$ cat config.mk
export PLATFORM = sky130hd
export DESIGN_NAME = pwm_seq_ctrl
export DESIGN_NICKNAME = d
export VERILOG_FILES = /design/src/rtl/pwm_seq_ctrl.sv
export SDC_FILE = /design/constraint.sdc
export NUM_CORES = 1
export LEC_CHECK = 0
export ABC_AREA = 1
export CAP_MARGIN = 20
export CORE_UTILIZATION = 56
export CTS_CLUSTER_DIAMETER = 60
export CTS_CLUSTER_SIZE = 8
export DETAILED_ROUTE_END_ITERATION = 10
export GPL_TIMING_DRIVEN = 0
export PLACE_DENSITY = 0.79
export SKIP_LAST_GASP = 1
export SLEW_MARGIN = 20
export SYNTH_ARGS = -nofsm -noshare
export SYNTH_HDL_FRONTEND = slang
export SYNTH_SLANG_ARGS = --single-unit
$ cat constraint.sdc
create_clock -name clk -period 4.6 [get_ports clk]
set_input_delay 0.46 -clock clk [delete_from_list [all_inputs] [get_ports clk]]
set_output_delay 0.46 -clock clk [all_outputs]
set_load 0.005 [all_outputs]
$ cat src/rtl/pwm_seq_ctrl.sv
// PWM configuration sequencer: a small command queue whose head is applied
// to the PWM generator only at period boundaries, held for repeat+1 periods.
module pwm_seq_ctrl #(
  parameter int DEPTH = 4
) (
  input  logic                       clk,
  input  logic                       rst_n,
  input  logic                       i_start,
  input  logic                       i_abort,
  input  logic                       i_hold_last,
  input  logic                       i_cfg_valid,
  output logic                       o_cfg_ready,
  input  logic [15:0]                i_cfg_period,
  input  logic [15:0]                i_cfg_compare1,
  input  logic [15:0]                i_cfg_compare2,
  input  logic [7:0]                 i_cfg_functions,
  input  logic [7:0]                 i_cfg_repeat,
  input  logic [15:0]                i_count_val,
  output logic                       o_pwm_en,
  output logic                       o_cnt_clr,
  output logic [15:0]                o_period,
  output logic [15:0]                o_compare1,
  output logic [15:0]                o_compare2,
  output logic [7:0]                 o_functions,
  output logic                       o_busy,
  output logic                       o_underrun,
  output logic [$clog2(DEPTH):0]     o_level
);

  localparam int AW = $clog2(DEPTH);
  localparam int LW = AW + 1;

  typedef struct packed {
    logic [15:0] period;
    logic [15:0] cmp1;
    logic [15:0] cmp2;
    logic [7:0]  func;
    logic [7:0]  rep;
  } cmd_t;

  typedef enum logic [1:0] {
    S_IDLE,
    S_LOAD,
    S_RUN
  } state_t;

  cmd_t          r_mem [DEPTH];
  logic [AW-1:0] r_wr_ptr;
  logic [AW-1:0] r_rd_ptr;
  logic [LW-1:0] r_level;

  state_t        r_state;
  logic [7:0]    r_rep_cnt;
  logic [7:0]    r_act_rep;
  logic [15:0]   r_period;
  logic [15:0]   r_cmp1;
  logic [15:0]   r_cmp2;
  logic [7:0]    r_func;
  logic          r_pwm_en;
  logic          r_cnt_clr;
  logic          r_busy;
  logic          r_underrun;

  cmd_t          w_in;
  cmd_t          w_head;
  logic          w_full;
  logic          w_empty;
  logic          w_wrap;
  logic          w_push;
  logic          w_adv;
  logic          w_pop;

  assign w_in = {i_cfg_period, i_cfg_compare1, i_cfg_compare2,
                 i_cfg_functions, i_cfg_repeat};
  assign w_head  = r_mem[r_rd_ptr];
  assign w_full  = (r_level == LW'(DEPTH));
  assign w_empty = (r_level == '0);
  assign w_wrap  = (r_state == S_RUN) && (i_count_val == r_period);
  assign w_push  = i_cfg_valid & ~w_full & ~i_abort;
  assign w_adv   = w_wrap & (r_rep_cnt == 8'd0) & ~w_empty;
  assign w_pop   = ~i_abort & ((r_state == S_LOAD) | w_adv);

  // Storage needs no reset: pointers and level define what is valid.
  always_ff @(posedge clk) begin
    if (w_push) r_mem[r_wr_ptr] <= w_in;
  end

  always_ff @(posedge clk or negedge rst_n) begin
    if (!rst_n) begin
      r_wr_ptr <= '0;
      r_rd_ptr <= '0;
      r_level  <= '0;
    end else if (i_abort) begin
      r_wr_ptr <= '0;
      r_rd_ptr <= '0;
      r_level  <= '0;
    end else begin
      if (w_push) r_wr_ptr <= r_wr_ptr + AW'(1);
      if (w_pop)  r_rd_ptr <= r_rd_ptr + AW'(1);
      unique case ({w_push, w_pop})
        2'b10:   r_level <= r_level + LW'(1);
        2'b01:   r_level <= r_level - LW'(1);
        default: r_level <= r_level;
      endcase
    end
  end

  always_ff @(posedge clk or negedge rst_n) begin
    if (!rst_n) begin
      r_state    <= S_IDLE;
      r_rep_cnt  <= '0;
      r_act_rep  <= '0;
      r_period   <= '0;
      r_cmp1     <= '0;
      r_cmp2     <= '0;
      r_func     <= '0;
      r_pwm_en   <= 1'b0;
      r_cnt_clr  <= 1'b0;
      r_busy     <= 1'b0;
      r_underrun <= 1'b0;
    end else if (i_abort) begin
      r_state   <= S_IDLE;
      r_pwm_en  <= 1'b0;
      r_cnt_clr <= 1'b0;
      r_busy    <= 1'b0;
    end else begin
      unique case (r_state)
        S_IDLE: begin
          if (i_start && !w_empty) begin
            r_state    <= S_LOAD;
            r_underrun <= 1'b0;
            r_cnt_clr  <= 1'b1;
            r_busy     <= 1'b1;
          end
        end
        S_LOAD: begin
          r_period  <= w_head.period;
          r_cmp1    <= w_head.cmp1;
          r_cmp2    <= w_head.cmp2;
          r_func    <= w_head.func;
          r_rep_cnt <= w_head.rep;
          r_act_rep <= w_head.rep;
          r_cnt_clr <= 1'b0;
          r_pwm_en  <= 1'b1;
          r_state   <= S_RUN;
        end
        S_RUN: begin
          if (w_wrap) begin
            if (r_rep_cnt != 8'd0) begin
              r_rep_cnt <= r_rep_cnt - 8'd1;
            end else if (!w_empty) begin
              // Counter wraps on its own here; no clear needed.
              r_period  <= w_head.period;
              r_cmp1    <= w_head.cmp1;
              r_cmp2    <= w_head.cmp2;
              r_func    <= w_head.func;
              r_rep_cnt <= w_head.rep;
              r_act_rep <= w_head.rep;
            end else if (i_hold_last) begin
              r_underrun <= 1'b1;
              r_rep_cnt  <= r_act_rep;
            end else begin
              r_underrun <= 1'b1;
              r_state    <= S_IDLE;
              r_pwm_en   <= 1'b0;
              r_busy     <= 1'b0;
            end
          end
        end
        default: begin
          r_state  <= S_IDLE;
          r_pwm_en <= 1'b0;
          r_busy   <= 1'b0;
        end
      endcase
    end
  end

  assign o_cfg_ready = ~w_full;
  assign o_level     = r_level;
  assign o_pwm_en    = r_pwm_en;
  assign o_cnt_clr   = r_cnt_clr;
  assign o_period    = r_period;
  assign o_compare1  = r_cmp1;
  assign o_compare2  = r_cmp2;
  assign o_functions = r_func;
  assign o_busy      = r_busy;
  assign o_underrun  = r_underrun;

endmodule
==> flow_summary.ini <==
[outcome]
status = finished, final reports clean

[logic_synthesis]
synth_seq_cells = 341
synth_edf_count = 256
ys_types = 38
syn_area_per_cell_sq_um = 12.2
synth_flop_cell = edfxtp_1
yosysWarnings = 0
synth-async-reset-ratio_pct = 24.9
synth_seq_area_share_pct = 70.1
syn-cell-area_sq_um = 14000
syn_nets = 1236
synth_cells = 1144

[critical_path]
setup.worst_path.end_class = flop
cp_cell_sequence = nor2_1 > nand2_1 > nand2_1 > nor2_1 > inv_1 > nor2_4 > buf_16 > buf_16
r2r_slack_ns = 2.27
crit_family = simple AND/OR/NAND/NOR gates
critPathLaunchType = flop
worst_path_largest_cell_delay_ns = 0.51
r2r_cells = 8
arrival_ns = 2.57
required_ns = 4.84
critPathKind = flop to flop
regToRegStartpoint = o_level[0]$_DFFE_PN0P_
cp_max_fo = 19
rr_endpoint = r_mem[2][32]$_DFFE_PP_
path_buf_inv = 3
cp_slowest_cell = nor2_4

[cells_and_area]
nets = 1448
seqCellArea_sq_um = 9810
syn_to_final_growth_pct = 26.1
fillers = 1597
final_cell_mix = nand2_1, edfxtp_1, clkdlybuf4s50_1, dfrtp_1, clkbuf_1
fin_area_sq_um = 17700
drive_gt1_share_pct = 14.0
final_common_cell = nand2_1
multi_input_area_sq_um = 3650
post-route-util_pct = 72.4

[timing]
worst_pin_slew_ns = 0.646
drv_slew = 0
skew_ns = 0.0127
rsz0062_at_grt = no
hold_slack_ns = 0.393
timing.final.crit_share_pct = 50.6
slew_headroom_pct = 56.9
finalHoldViolations = 0
fmaxAchievable_mhz = 429
setup_viol = 0
period_needed_ns = 2.33

[place]
post-dp-hpwl_microns = 21500
place_congestion = 0.879
port_buffers = 148
place_area_sq_um = 16200

[power_and_ir_drop]
pwr-share-seq_pct = 40.8
total_power_mw = 9.98
pwr-share-clk_pct = 32.3
p_sw_share_pct = 30.0
combPwrFrac_pct = 26.9
power.leakage_nw = 6.88
p_switching_mw = 2.99
ir_worst_vdd_uv = 437
p_int_mw = 6.99
power.density_nw_per_um2 = 565

[floorplanning]
die_height_microns = 160
io_pins = 150
die_area_sq_um = 25600
start_util_pct = 57.4
num_rows = 57
coreArea_sq_um = 24400
fp.dieW_microns = 160

[global_routing]
grt_max_degree = 52
grt_pass1_vias = 9644
grt_antenna_before_repair = 2
grt_pass1_wl_microns = 51800
grt_usage_pct = 26.3
overflow = 0

[clock_tree]
hold_buffers = 1
insertion_delay_ns = 0.54
numCtsBuffers = 48
cts_num_sinks = 341
htree_levels = 2
clk_pin_slew_ns = 0.05
clk_path_buf_depth = 3
post_cts_resized = 0
cts_tree = done
post-cts-setup-buffers = 0
cts-root-buf = clkbuf_16

[drt]
wl_per_cell_microns = 19.2
drt_pass1_iterations = 6
drt-initial-drc-count = 971
vias = 9608
drc = 0
vias_per_cell = 5.58
routed_wl_microns = 33000
antenna_left = 0

[hold_path]
min_path_type = primary input to flop
min_path_cells = 4
min-delay-start = i_abort
min_to = o_level[0]$_DFFE_PN0P_

[run]
drv_cap = 0
-- registers in the layout, summed over array words and instances (netlist names) --
register and count:
o_period 16, o_pwm_en 1, r_rd_ptr 2, r_act_rep 8, o_compare2 16, r_wr_ptr 2, o_level 3, r_state 2
o_functions 8, r_mem 256, r_rep_cnt 8, o_busy 1, o_underrun 1, o_compare1 16, o_cnt_clr 1
-- power by group through the flow --
stage          Clock, mW  Sequential [mW]  Combinational [mW]
2_1_floorplan          0             4.09                1.50
3_3_place_gp           0             4.12                2.56
3_5_place_dp           0             4.11                2.66
4_1_cts             3.25             4.07                2.69
5_1_grt             3.39             4.12                2.95
6_report            3.23             4.07                2.68
-- synth_stat cells (2+ instances only) --
library cell / number / area (sq um)
nand4_1: 2 / 12.5
o21ai_2: 49 / 429
xnor2_1: 3 / 26.3
o2111ai_1: 3 / 26.3
dfrtp_1: 85 / 2130
buf_1: 4 / 15.0
a21oi_2: 15 / 131
nor2_4: 9 / 101
ha_1: 5 / 62.6
a21boi_0: 2 / 15.0
or2_2: 3 / 18.8
a32o_1: 43 / 430
nand3_1: 30 / 150
o21ai_0: 42 / 210
edfxtp_1: 256 / 7690
o22ai_1: 15 / 93.8
clkbuf_1: 33 / 124
inv_1: 45 / 169
inv_2: 17 / 63.8
nand2_1: 320 / 1200
o221ai_1: 2 / 17.5
xor2_1: 3 / 26.3
a21oi_1: 50 / 250
nand2_2: 6 / 37.5
nor2_1: 69 / 259
buf_6: 13 / 146
buf_2: 8 / 40.0
nand2_4: 2 / 22.5
-- routing by layer --
metal	up-vias	GRT usage (%)	routed length (microns)
met5	-	0	0
met4	0	9.65	775
met3	68	4.96	2530
met2	437	43.3	16300
met1	4644	35.0	13400
li1	4459	-	-
-- worst reg2reg max path, stage by stage (launching register included) --
cell and delay (ns):
dfrtp_1 0.44, nor2_1 0.08, nand2_1 0.08, nand2_1 0.08, nor2_1 0.17, inv_1 0.23, nor2_4 0.51, buf_16 0.25
buf_16 0.18
-- layout make-up --
type	count	share of cell area [%]
diodes	2	0.0283
plain buffers	59	1.93
clock buffers	88	7.77
clock inverters	2	0.0992
inverters	62	1.32
multi-input cells	682	20.7
flip-flops and latches	341	55.6
well taps	324	2.30
repair buffers	162	10.3
-- how the worst max path moves through the flow --
stage	startpoint	to	slack, ns	cells after the start
2_1_floorplan	i_abort	r_mem[0][0]$_DFFE_PP_	0.57	4
3_3_place_gp	i_cfg_valid	r_mem[2][35]$_DFFE_PP_	-1.85	5
3_5_place_dp	i_count_val[5]	o_level[2]$_DFFE_PN0P_	1.90	18
4_1_cts	o_level[0]$_DFFE_PN0P_	r_mem[2][35]$_DFFE_PP_	2.27	8
5_1_grt	o_level[0]$_DFFE_PN0P_	o_level[2]$_DFFE_PN0P_	2.07	15
6_report	o_level[0]$_DFFE_PN0P_	r_mem[2][32]$_DFFE_PP_	2.27	8
-- through the flow --
stage / instances / TNS [ns] / worst slack, ns
floorplan: 1144 / 0 / 0.570
global placement: 1616 / -494.37 / -1.85
detailed placement: 1629 / 0 / 1.90
CTS: 1720 / 0 / 2.27
global route: 1721 / 0 / 2.07
finish: 1722 / 0 / 2.27
-- logic make-up (layout without fill, tap and decap cells) --
group           Yosys count  after routing  share of synthesized area [%]
mux                       1              1                         0.0715
flops                   341            341                           70.1
simple gates            444            444                           13.1
buf+inv                 121            373                           4.09
fa+ha+maj                 6              6                          0.590
other cells               0              2                              0
compound gates          225            225                           11.7
xor+xnor                  6              6                          0.375
No activity file was read; power rests on OpenSTA's default activity.
